**config.mk**
```make
export PLATFORM = sky130hd
export DESIGN_NAME = mux_scan_controller
export DESIGN_NICKNAME = d
export VERILOG_FILES = /design/src/rtl/mux_scan_controller.sv
export SDC_FILE = /design/constraint.sdc
export NUM_CORES = 1
export LEC_CHECK = 0
export BUFFER_PORTS_ARGS = -buffer_cell sky130_fd_sc_hd__buf_2
export CELL_PAD_IN_SITES_DETAIL_PLACEMENT = 0
export CELL_PAD_IN_SITES_GLOBAL_PLACEMENT = 1
export CORE_MARGIN = 2
export CORE_UTILIZATION = 36
export DETAILED_ROUTE_END_ITERATION = 12
export PLACE_DENSITY_LB_ADDON = 0.1
export SLEW_MARGIN = 40
export SYNTH_ARGS = -nofsm -noshare
export SYNTH_HDL_FRONTEND = slang
export SYNTH_SLANG_ARGS = --single-unit
```
**constraint.sdc**
```tcl
create_clock -name clk -period 1.4 [get_ports clk]
set_clock_uncertainty 0.05 [all_clocks]
set_input_delay 0.28 -clock clk [delete_from_list [all_inputs] [get_ports clk]]
set_output_delay 0.28 -clock clk [all_outputs]
set_load 0.01 [all_outputs]
```
**src/rtl/mux_scan_controller.sv**
```systemverilog
// Round-robin scan sequencer for the 4-channel mux stage.
// Selects a channel, waits out the settle time, then hands the sample downstream.
module mux_scan_controller #(
    parameter int SETTLE_CYCLES = 2
) (
    input  logic       clk,
    input  logic       rst_n,
    input  logic       enable,
    input  logic [3:0] ch_mask,
    input  logic [3:0] mux_out,
    output logic       sbit0,
    output logic       sbit1,
    output logic [3:0] sample_data,
    output logic [1:0] sample_ch,
    output logic       sample_valid,
    input  logic       sample_ready,
    output logic       busy
);

    typedef enum logic [1:0] {
        IDLE,
        SETTLE,
        HOLD
    } state_t;

    localparam logic [3:0] CNT_LOAD = 4'(SETTLE_CYCLES - 1);

    state_t     state;
    state_t     state_n;
    logic [1:0] sel;
    logic [1:0] last_ch;
    logic [1:0] nxt_ch;
    logic [1:0] cand;
    logic [3:0] cnt;
    logic       start;
    logic       capture;
    logic       done;
    logic       can_start;

    assign can_start = enable && (ch_mask != 4'd0);
    assign sbit0     = sel[0];
    assign sbit1     = sel[1];
    assign busy      = (state != IDLE);

    // Search from last_ch+1 with wrap; last_ch itself is checked last.
    always_comb begin
        nxt_ch = last_ch;
        cand   = last_ch;
        for (int i = 4; i >= 1; i--) begin
            cand = last_ch + 2'(i);
            if (ch_mask[cand]) begin
                nxt_ch = cand;
            end
        end
    end

    // State register.
    always_ff @(posedge clk or negedge rst_n) begin
        if (!rst_n) begin
            state <= IDLE;
        end else begin
            state <= state_n;
        end
    end

    // Next-state decode and datapath strobes.
    always_comb begin
        state_n = state;
        start   = 1'b0;
        capture = 1'b0;
        done    = 1'b0;
        unique case (state)
            IDLE: begin
                if (can_start) begin
                    start   = 1'b1;
                    state_n = SETTLE;
                end
            end
            SETTLE: begin
                if (cnt == 4'd0) begin
                    capture = 1'b1;
                    state_n = HOLD;
                end
            end
            HOLD: begin
                if (sample_valid && sample_ready) begin
                    done = 1'b1;
                    if (can_start) begin
                        start   = 1'b1;
                        state_n = SETTLE;
                    end else begin
                        state_n = IDLE;
                    end
                end
            end
            default: state_n = IDLE;
        endcase
    end

    // Select, settle counter and sample registers.
    always_ff @(posedge clk or negedge rst_n) begin
        if (!rst_n) begin
            sel          <= 2'd0;
            last_ch      <= 2'd3;
            cnt          <= 4'd0;
            sample_data  <= 4'd0;
            sample_ch    <= 2'd0;
            sample_valid <= 1'b0;
        end else begin
            if (start) begin
                sel <= nxt_ch;
                cnt <= CNT_LOAD;
            end else if (state == SETTLE && cnt != 4'd0) begin
                cnt <= cnt - 4'd1;
            end
            if (capture) begin
                sample_data  <= mux_out;
                sample_ch    <= sel;
                last_ch      <= sel;
                sample_valid <= 1'b1;
            end else if (done) begin
                sample_valid <= 1'b0;
            end
        end
    end

endmodule
```
* Word-level counts from Yosys, hierarchy flattened *
Cells that the tools add are included.

storage, ports and cells
  memory bits (read-only) = 0
  output and inout bits = 10
  memories kept = 0
  latch bits = 0
  flip-flop bits (word level) = 17
  input port bits = 12
  logic and storage cells = 55
  memory bits (writable) = 0

cells by class
  bitwise logic cells = 0
  $add $sub $neg = 4
  shifts and indexed selects = 0
  mux-type cells = 25
  reduce and logical (&&, ||, !) cells = 11
  order comparisons = 3
  multiply operators = 0
  divide/modulo/power cells = 0
  equal/unequal tests = 5

operator list
  operator             count
  $mux 1               12
  $mux 2               6
  $lt 2x3->1 const B   3
  $mux 4               2
  $reduce_bool 4->1    2
  $bmux 1 s2           3
  $ne 2x2->1 const B   3
  $pmux 2 s3           1
  $reduce_bool 2->1    3
  $add 2x2->2 const B  2
  $logic_not 4->1      1
  $sub 4x1->4 const B  1
  $logic_and 1x1->1    3
  $reduce_and 3->1     1
  $add 2x1->2 const B  1
  $eq 2x1->1 const B   1
  $eq 2x2->1 const B   1
  $logic_not 2->1      1
  $pmux 1 s2           1

* Longest topological paths before layout *
Gate-level depths: netlist of run 1.

  depth after elaboration = 6
  mapped depth = 5
  mapped depth without buffers = 5

* Worst setup path after synthesis of run 1 *
OpenSTA, ideal clock, no wires.

  kind = reg2reg
  start point = register cnt[0]
  end point = register sample_ch[0]
  period minus slack after synthesis = 1.473 ns
  required time = 1.225 ns
  buffers on the path = 0
  arrival = 1.299 ns
  cell stages (with the launch flop) = 6
  setup time = 0.125 ns
  slack = -0.073 ns
  cells stage by stage = dfrtp_1 > inv_1 > ha_1 > nor3b_4 > nand2_4 > mux2_2

on the way
  word-level cells in the longest chain between the ends = 3

ends and longest elaborated chain
  element                 RTL line  text
  from (decl)             34        logic [3:0] cnt;
  from (signal assigned)  114       cnt <= cnt - 4'd1;
  $logic_not 4->1         80        if (cnt == 4'd0) begin
  $mux 1                  80
  $mux 1                  72        unique case (state)
  to (signal assigned)    118       sample_ch <= sel;
  to (decl)               14        output logic [1:0] sample_ch,

Every way passes these cells.
A chain may end at the register's enable or synchronous reset.

* Worst setup path after layout of run 1 *
  start point = register cnt[0]
  end point = register cnt[2]

on the way
  word-level cells in the longest chain between the ends = 3
  elaborated cells on any way between the ends = 6
  classes of those cells = 1 x add/sub; 2 x mux; 3 x reduce/logical

ends and longest elaborated chain
  element                                           RTL line  text
  $sub 4x1->4 or $reduce_bool 4->1 (tied branches)  114, 113
  $mux 4 or $logic_and 1x1->1 (tied branches)       113       end else if (state == SETTLE && cnt != 4'd0) begin
  $mux 4 or $reduce_bool 2->1 (tied branches)       n/a

Parallel ways exist; a longest one is shown, timed or not. The select of a mux whose other input is x is not followed.

==> results of run 1 <==
## worst paths after layout
check	slack [ns]	endpoint	startpoint	cells past startpoint
min in group asynchronous	0.39	cnt[2]	rst_n	2
hold / removal	0.17	sample_data[2]	mux_out[2]	2
hold reg to reg	0.46	sample_data[3]	sample_data[3]	1
max in group asynchronous	0.60	last_ch[1]	rst_n	2
setup reg to reg	-0.11	cnt[2]	cnt[0]	5
setup / recovery	-0.11	cnt[2]	cnt[0]	5
## sequential cells by signal (all words and copies together) (netlist names)
signal        count
cnt               4
sample_data       4
last_ch           2
sample_ch         2
sel               2
state             2
sample_valid      1
## through the flow
stage / util (%) / TNS, ns
after detailed placement: 45.94 / -1.670
final: 51.95 / -0.5468
after CTS: 49.49 / -0.8052
after floorplan: - / -0.5250
after global placement: 45.94 / -0.9442
after global routing: 51.95 / -1.540
## worst reg2reg max path, cell delays in order (launching register included)
cell     delay (ns)
dfrtp_1        0.38
inv_2          0.06
ha_4           0.16
and2b_1        0.15
or4_4          0.52
a21oi_2        0.14
## power groups by stage
stage               logic [mW]  registers, mW  clock network [mW]
floorplan                0.768           1.02                   0
global placement          1.29          0.972                   0
detailed placement        1.30          0.980                   0
CTS                       1.47          0.957               0.269
global route              1.74           1.00               0.293
finish                    1.61          0.967               0.263
## metal layers
layer	track usage (%)	vias to the layer above	part of all wire [%]
met5	0	-	0
met3	3.889	2	5.3
li1	-	380	-
met2	21.14	20	45
met4	3.750	0	0.46
met1	18.89	374	49
## Yosys cell counts (2+ instances only)
| cell type | n | area, µm² |
|---|---|---|
| a21boi_0 | 2 | 15.01 |
| a21oi_1 | 3 | 15.01 |
| a31oi_1 | 2 | 12.51 |
| and2b_1 | 3 | 22.52 |
| dfrtp_1 | 15 | 375.4 |
| dfstp_2 | 2 | 52.55 |
| ha_1 | 2 | 25.02 |
| inv_1 | 3 | 11.26 |
| mux2_2 | 8 | 90.09 |
| nand2_1 | 2 | 7.510 |
| nand2b_1 | 5 | 31.28 |
| nand3_1 | 3 | 15.01 |
| nor3_1 | 2 | 10.01 |
| o21ai_0 | 7 | 35.03 |
| o41ai_1 | 2 | 17.52 |
| or2_2 | 2 | 12.51 |
| or3_1 | 2 | 12.51 |
## cells by family (layout without fill, tap and decap cells)
group	Yosys count	after routing
simple gates	28	28
compound gates	21	21
flops	17	17
fa+ha+maj	2	2
mux	9	9
buf+inv	3	46
## area by class of cell
type | instances | area (µm²)
Clock buffer | 4 | 26.28
Fill cell | 239 | 1169
Inverter | 3 | 11.26
Multi-Input combinational cell | 60 | 508.0
Sequential cell | 17 | 427.9
Tap cell | 30 | 37.54
Timing Repair Buffer | 39 | 252.7
## timing repair
action	4_1_cts	5_1_grt
pin swaps	2	6
setup endpoints to repair	15	17
endpoints found under the hold margin	15	0
resized for setup	6	8
gates cloned	0	0
hold buffers	1	0
setup buffers	4	3
## placed cells by master, fill, tap and decap left out, drive strengths merged, types with 3 or more instances in the layout
cell type	n
clkbuf	4
nand2b	6
buf	38
nand3	3
a21oi	4
inv	3
nand2	3
mux2	8
o21ai	7
and2b	3
dfrtp	15
==> summary.md, run 1 <==
| Metric | Value |
|---|---|
| Max Root-Sink Buffers | 2 |
| Cell-internal power | roughly 1.8 mW |
| Design Area, Final | about 1300 µm² |
| Die H | ~54 µm |
| Routed Antenna Nets | 0 |
| Die area | 2915 µm² |
| HP Class | primary input to flip-flop |
| Fin. Hold Viols | 0 |
| Dpl cells | 141 |
| Psw | 1.055 mW |
| Routed WL per cell | around 13 µm |
| Fraction of layout cells with a size suffix above 1 | between 50% and 60% |
| Slew Viols, Final | 0 |
| Crit path max fanout | 3 |
| CP endpoint kind | flip-flop |
| Syn nets | 94 |
| Vias in the first global route | between 600 and 700 |
| Synth Area in Adders | roughly 2.8% |
| Simple-gate area share of the yosys netlist | about 22% |
| RePlAce Congestion | between 0.7 and 0.8 |
| Critical path data arrival time | 1.69 ns |
| Synth Area per Inst | approximately 11 µm² |
| Area Growth Syn to Fin | 40.47% |
| Initial detailed-routing violation count | 7 |
| Maxcap violations | 0 |
| Drt via density | about 5.1 |
| Endpoints failing setup | 10 |
| Seq pwr share | about a third |
| Post-DP HPWL | about 1.4 mm |
| Slew Limit Headroom | between 50% and 60% |
| Die X | roughly 54 µm |
| Sw frac | between 30% and 40% |
| Post-synthesis xor/xnor area fraction | 0% |
| Total GRT Usage | between 10 and 15% |
| #FFs+latches synth | 17 |
| Synth Area in Compound Gates | 15.16% |
| Max VDD drop | between 1 and 1.5 mV |
| YS warnings | 0 |
| CP Cell Sequence | inv_2 > ha_4 > and2b_1 > or4_4 > a21oi_2 |
| CP Class | flip-flop to flip-flop |
| Grt ovf | 0 |
| Row count | 18 |
| Count of buffers from port buffering | 21 |
| RSZ-0062 raised after global routing | true |
| Reg clk slew, reported paths | 0.10 ns |
| Leak Pwr | 0.5718 nW |
| Global-route wire length before repair | around 2.9 mm |
| Final Worst Setup Slack | -0.1150 ns |
| Later-pin clock latency in the skew report | roughly 0.28 ns |
| Min cycle time layout | roughly 1.5 ns |
| Largest net degree at the start of global routing | 18 |
| Bufs and invs on worst path | 1 |
| Largest delay share family, worst path | simple AND/OR/NAND/NOR gates |
| Ant. Diodes | 0 |
| Sink Count | 17 |
| Clock Power Share | a little under a tenth |
| Failing checks | setup timing |
| Starting density of the core | between 30% and 40% |
| Gate power share | 56.6% |
| Post-synth cell types | 32 |
| Core Box Area | about 2400 µm² |
| DRT Pass-1 Iters | 4 |
| Seq/Total Area, Yosys | between 40% and 50% |
| Final hold slack | ~0.17 ns |
| Vias post-DR | just under 800 |
| CTS tree | yes |
| Synth Instances | 80 |
| Final cell count without fillers | roughly 150 |
| CTS buffer count | 3 |
| Mux cell area share after synthesis | around 11% |
| Asr flop ratio synth | 100.0% |
| Total wire length | about 2.0 mm |
| Crit path largest cell delay | ~0.52 ns |
| WP data required | 1.57 ns |
| Post-synth EDFFs | 0 |
| Pwr/cell area | around 2200 nW/µm² |
| Initial antenna violation count | 0 |
| Dpl cell area | about 1100 µm² |
| Max Fclk | approximately 0.66 GHz |
| Tcrit/Tclk final | 108.2% |
| Pwr Total | around 2.8 mW |
| Top FF cell, synth | dfrtp_1 |
| Status | finished with violations |
| Fin nets | 138 |
| DRC viols | 0 |
| Worst slack at placement | -0.1827 ns |
| Worst slew pin tran | between 0.6 and 0.7 ns |
| Crit-path slowest cell | or4_4 |
| CP Launch Type | flip-flop |
| Post-Syn Area | ~900 µm² |
| Clock Root Buffer | clkbuf_4 |
| Largest family of logic cells by synthesized area | simple AND/OR/NAND/NOR gates |
| Num ports | 22 |
| H-tree depth | 1 |
No activity file was read; power rests on OpenSTA's default activity.
==> inputs of run 2 (changes only) <==
- CORE_UTILIZATION: 36 -> 38
- CTS_BUF_LIST: default -> sky130_fd_sc_hd__clkbuf_2 sky130_fd_sc_hd__clkbuf_4 sky130_fd_sc_hd__clkbuf_8
==> summary.md, run 2 (synthesis gave the netlist of run 1 again) <==
| Metric | Value |
|---|---|
| Status | finished with violations |
| Failing checks | setup timing |
| CP Launch Point | state[1] |
| HP Class | primary input to flip-flop |
| Final cell count without fillers | 145 (-5.2%) |
| RePlAce Congestion | 0.7234 (-8.8%) |
| Later-pin clock latency in the skew report | 0.29 ns (about the same) |
| Global-route wire length before repair | 3.415 mm (+18%) |
| Min cycle time layout | 1.517 ns (+0.002540 ns) |
| DRT Pass-1 Iters | 4 (unchanged) |
| Leading cell type in the layout, fill and taps excluded | buf_2 |
| DRC viols | 0 (unchanged) |
| Hold Path Depth | 2 (unchanged) |
| Clock Root Buffer | clkbuf_4 |
| Worst slack at placement | -0.08714 ns (+0.09554 ns) |
| Dpl cells | 139 (-1.4%) |
| Maxcap violations | 0 (unchanged) |
| Max VDD drop | 1.215 mV (-4.1%) |
| CTS tree | yes |
| Total wire length | 1.953 mm (-0.51%) |
| Die area | 2773 µm² (-4.9%) |
| Vias post-DR | 764 (-1.5%) |
| Vias in the first global route | 735 (+11%) |
| CP Launch Type | flip-flop |
| Biggest regs | cnt x4, sample_data x4 |
| Ant. Diodes | 0 (unchanged) |
| Largest net degree at the start of global routing | 18 (unchanged) |
| Final hold slack | 0.1637 ns (-0.006271 ns) |
| Slew Limit Headroom | 60.08% (+5.5 points) |
| Max Fclk | 0.6590 GHz (-0.17%) |
| Reg clk slew, reported paths | 0.10 ns (about the same) |
| Final Worst Setup Slack | -0.1175 ns (-0.002540 ns) |
| Total GRT Usage | 17.13% (+3.4 points) |
| Die X | 52.66 µm (-2.5%) |
| Grt ovf | 0 (unchanged) |
| Core Util, Final | 55.74% (+3.8 points) |
| Core Box Area | 2233 µm² (-8.2%) |
| R2R cell count | 5 (unchanged) |
| Leak Pwr | 0.5512 nW (-3.6%) |
| Crit path max fanout | 5 (+2) |
| Post-DP HPWL | 1.441 mm (+4.9%) |
| RR Startpoint | cnt[1] |
| Fraction of layout cells with a size suffix above 1 | 57.26% (+2.8 points) |
| Num ports | 22 (unchanged) |
| Worst slew pin tran | 0.5934 ns (-0.08141 ns) |
| Routed Antenna Nets | 0 (unchanged) |
| Drt via density | 5.269 (+3.9%) |
| Slew Viols, Final | 0 (unchanged) |
| Reg2Reg Setup Slack | -0.09 ns (+0.02 ns) |
| Area Growth Syn to Fin | 38.39% |
| Row count | 17 (-1) |
| Starting density of the core | 40.28% (+3.3 points) |
| WP data required | 1.07 ns (-0.50 ns) |
| Pwr/cell area | 2257 nW/µm² (+0.55%) |
| Reg2reg end | sample_data[3] |
| Die H | 52.66 µm (-2.5%) |
| Commonest cells after routing, fill and taps aside | buf_2, dfrtp_1, buf_4 |
| Critical path data arrival time | 1.19 ns (-0.50 ns) |
| Fin Setup TNS | -0.7582 ns (-0.2114 ns) |
| Tcrit/Tclk final | 108.4% (+0.18 points) |
| Sink Count | 17 (unchanged) |
| Fin nets | 132 (-4.3%) |
| Initial antenna violation count | 0 (unchanged) |
| Initial detailed-routing violation count | 16 (+9) |
| Max Root-Sink Buffers | 2 (unchanged) |
| Hold EP | sample_data[2] |
| Hold Crit Start | mux_out[2] |
| RSZ-0062 raised after global routing | true |
| CTS buffer count | 3 (unchanged) |
| Count of buffers from port buffering | 21 (unchanged) |
| H-tree depth | 1 (unchanged) |
| CP endpoint kind | primary output |
| Fin. Hold Viols | 0 (unchanged) |
| Endpoints failing setup | 11 (+1) |
| CP Class | flip-flop to primary output |
| Routed WL per cell | 13.47 µm (+5.0%) |
==> run 2: cell count changes in the layout (fill, tap and decap cells not counted), moves of 2 or more <==
cell and delta:
or3_1 -2, or3_4 +2, buf_4 -7, nand3_1 -2, nand3_2 +2
==> run 2: final cells by class <==
class	count	area [µm²]
fillers	218	988.4
multi-input cells	60	529.3
flip-flops and latches	17	427.9
repair buffers	33	211.5
well taps	28	35.03
clock buffers	4	30.03
inverters	3	11.26
==> run 2: power by group <==
part | switching (mW) | internal (mW) | leakage, nW | total, mW
combinational | 0.683 | 0.859 | 0.332 | 1.54
sequential | 0.219 | 0.758 | 0.201 | 0.977
clock | 0.160 | 0.130 | 0.0184 | 0.290
total | 1.06 | 1.75 | 0.551 | 2.81
==> run 2: critical path, stage by stage (launching register included) <==
cell,delay (ns)
dfrtp_1,0.43
buf_6,0.13
or2_4,0.22
buf_6,0.12
==> run 2: repair_timing <==
action,4_1_cts,5_1_grt
pin swaps,3,3
gates resized for setup,9,11
setup buffers,1,0
endpoints found under the setup margin,14,15
hold buffers,1,0
endpoints found under the hold margin,15,0
==> run 2: metal layers <==
layer / routed length [µm] / GRT usage, % / vias up
met1: 881 / 23.66 / 372
met4: 0 / 6.410 / 0
met2: 973 / 26.25 / 21
met5: 0 / 0 / -
li1: - / - / 371
met3: 98 / 3.429 / 0
==> run 2: worst max path at each step <==
| stage | to | slack [ns] | cells after the start |
|---|---|---|---|
| final | busy | -0.12 | 3 |
| after global routing | busy | -0.18 | 3 |
| after CTS | busy | -0.14 | 3 |
| after detailed placement | sample_data[3] | -0.09 | 5 |
| after global placement | cnt[1] | -0.08 | 6 |
| after floorplan | sample_ch[0] | -0.07 | 5 |
==> run 2: metrics by stage <==
step	power, mW	area [µm²]
2_1_floorplan	1.791	899.6
3_3_place_gp	2.266	1115
3_5_place_dp	2.289	1115
4_1_cts	2.705	1196
5_1_grt	3.055	1245
6_report	2.809	1245
==> inputs of run 3 (changes only) <==
- CELL_PAD_IN_SITES_DETAIL_PLACEMENT: 0 -> 1
- CELL_PAD_IN_SITES_GLOBAL_PLACEMENT: 1 -> 2
- CORE_UTILIZATION: 38 -> 31
==> summary.md, run 3 (synthesis gave the netlist of run 1 again) <==
| Metric | Value |
|---|---|
| Status | finished with violations |
| Failing checks | setup timing |
| Sw frac | 38.02% (+0.21 points) |
| Hold Path Depth | 2 (unchanged) |
| R2R cell count | 5 (unchanged) |
| Vias post-DR | 744 (-2.6%) |
| Reg clk slew, reported paths | 0.10 ns (about the same) |
| WL met3 | 68 µm (-31%) |
| Final cell count without fillers | 147 (+1.4%) |
| DRT Pass-1 Iters | 2 (-2) |
| Final Worst Setup Slack | -0.05048 ns (+0.06702 ns) |
| Dpl cells | 140 (+0.72%) |
| Fin. Hold Viols | 0 (unchanged) |
| Seq pwr share | 36.9% (+2.1 points) |
| Design Area, Final | 1187 µm² (-4.6%) |
| CTS buffer count | 3 (unchanged) |
| Later-pin clock latency in the skew report | 0.29 ns (about the same) |
| Max VDD drop | 1.325 mV (+9.1%) |
| RePlAce Congestion | 0.8273 (+14%) |
| CTS tree | yes |
| Fin nets | 131 (-0.76%) |
| Final hold slack | 0.1656 ns (+0.001842 ns) |
| Cell-internal power | 1.633 mW (-6.5%) |
| Starting density of the core | 32.62% (-7.7 points) |
| Clock Root Buffer | clkbuf_4 |
| Met2 wire len | 1.031 mm (+6.0%) |
| Row count | 19 (+2) |
| Max Root-Sink Buffers | 2 (unchanged) |
| Crit path largest cell delay | 0.52 ns (+0.09 ns) |
| Top Layer Used | met4 |
| Fin Setup TNS | -0.3188 ns (+0.4394 ns) |
| Initial antenna violation count | 0 (unchanged) |
| Post-DP HPWL | 1.520 mm (+5.5%) |
| Critical path data arrival time | 1.63 ns (+0.44 ns) |
| Maxcap violations | 0 (unchanged) |
| CP endpoint kind | flip-flop |
| Num ports | 22 (unchanged) |
| Initial detailed-routing violation count | 15 (-1) |
| Leading cell type in the layout, fill and taps excluded | buf_2 |
| Pwr Total | 2.636 mW (-6.2%) |
| Grt ovf | 0 (unchanged) |
| Area Growth Syn to Fin | 31.99% |
| Vias in the first global route | 755 (+2.7%) |
| Drt via density | 5.061 (-3.9%) |
| Total GRT Usage | 13.84% (-3.3 points) |
| Pwr/cell area | 2220 nW/µm² (-1.6%) |
| Slew Viols, Final | 0 (unchanged) |
| Die H | 57.87 µm (+9.9%) |
| Endpoints failing setup | 10 (-1) |
| Gate power share | 53.0% (-1.9 points) |
| RSZ-0062 raised after global routing | true |
| Met1 wire length | 916 µm (+4.0%) |
| Core Box Area | 2758 µm² (+23%) |
| Routed Antenna Nets | 0 (unchanged) |
| CP Cell Sequence | inv_2 > ha_1 > inv_1 > or4_4 > a21oi_2 |
| RR Startpoint | cnt[0] |
| Psw | 1.002 mW (-5.7%) |
| Dpl cell area | 1104 µm² (-1.0%) |
| Die area | 3349 µm² (+21%) |
| Hold EP | sample_data[3] |
| H-tree depth | 1 (unchanged) |
| Hold Crit Start | mux_out[3] |
| Global-route wire length before repair | 3.512 mm (+2.8%) |
| Core Util, Final | 43.06% (-13 points) |
| Tcrit/Tclk final | 103.6% (-4.8 points) |
| HP Class | primary input to flip-flop |
| CP Launch Type | flip-flop |
| Ant. Diodes | 0 (unchanged) |
| Clock Power Share | 10.0% (-0.3 points) |
| DRC viols | 0 (unchanged) |
| Routed WL per cell | 13.84 µm (+2.7%) |
| Fraction of layout cells with a size suffix above 1 | 50.00% (-7.3 points) |
| Max Fclk | 0.6894 GHz (+4.6%) |
| Die X | 57.87 µm (+9.9%) |
| CP Class | flip-flop to flip-flop |
| Total wire length | 2.034 mm (+4.1%) |
| Count of buffers from port buffering | 21 (unchanged) |
| Crit-path slowest cell | or4_4 |
| Min cycle time layout | 1.450 ns (-0.06702 ns) |
| Crit path max fanout | 2 (-3) |
| Reg2reg end | cnt[2] |
| Leak Pwr | 0.5326 nW (-3.4%) |
| Worst slack at placement | -0.08963 ns (-0.002493 ns) |
| WP data required | 1.57 ns (+0.50 ns) |
| Biggest regs | cnt x4, sample_data x4 |
| Worst slew pin tran | 0.4636 ns (-0.1297 ns) |
| Sink Count | 17 (unchanged) |
| Largest net degree at the start of global routing | 18 (unchanged) |
| Commonest cells after routing, fill and taps aside | buf_2, dfrtp_1, buf_4 |
| Slew Limit Headroom | 68.81% (+8.7 points) |
| Reg2Reg Setup Slack | -0.05 ns (+0.04 ns) |
-- run 3: cell types whose count changed in the layout (fill, tap and decap cells not counted), moves of 2 or more --
cell / previous run / this run
or3_1: 0 / 2
or3_4: 2 / 0
nand3_2: 2 / 0
nand3_1: 1 / 3
-- run 3: timing repair --
item	4_1_cts	5_1_grt
hold endpoints to repair	15	0
gates cloned	0	0
setup buffers	2	0
resized for setup	6	4
hold buffers	1	0
setup endpoints to repair	13	15
pin swaps	2	2
-- run 3: worst max-delay path by stage --
stage               cells past startpoint              to     start
finish                                  5          cnt[2]    cnt[0]
global route                            5  sample_data[3]    cnt[0]
CTS                                     2            busy  state[1]
detailed placement                      6          cnt[1]    cnt[0]
global placement                        6          cnt[1]    cnt[0]
floorplan                               5    sample_ch[0]    cnt[0]
-- run 3: layout make-up --
type                            instances  area (µm²)
Sequential cell                        17       429.2
Clock buffer                            3       22.52
Tap cell                               31       38.79
Clock inverter                          1       5.005
Inverter                                3       11.26
Fill cell                             322        1570
Timing Repair Buffer                   32       200.2
Multi-Input combinational cell         60       480.5
-- run 3: critical path: cells and delay by family (launching register included) --
kind	cells	cell delay (ns)
AOI/OAI and AO/OA	1	0.12
adders and majority gates	1	0.15
buffers and inverters	2	0.14
DFF	1	0.40
and+or+nand+nor	1	0.52
-- run 3: metal layers --
| metal | up-vias | global-route usage (%) |
|---|---|---|
| met1 | 368 | 18.31 |
| met4 | 0 | 5.980 |
| met5 | - | 0 |
| met2 | 8 | 22.40 |
| li1 | 366 | - |
| met3 | 2 | 2.232 |
-- run 3: power groups by stage --
stage	Combinational, mW	Sequential (mW)	Clock (mW)
floorplan	0.768	1.02	0
global placement	1.24	0.990	0
detailed placement	1.26	1.01	0
CTS	1.37	0.971	0.282
global route	1.56	1.02	0.307
finish	1.40	0.974	0.264
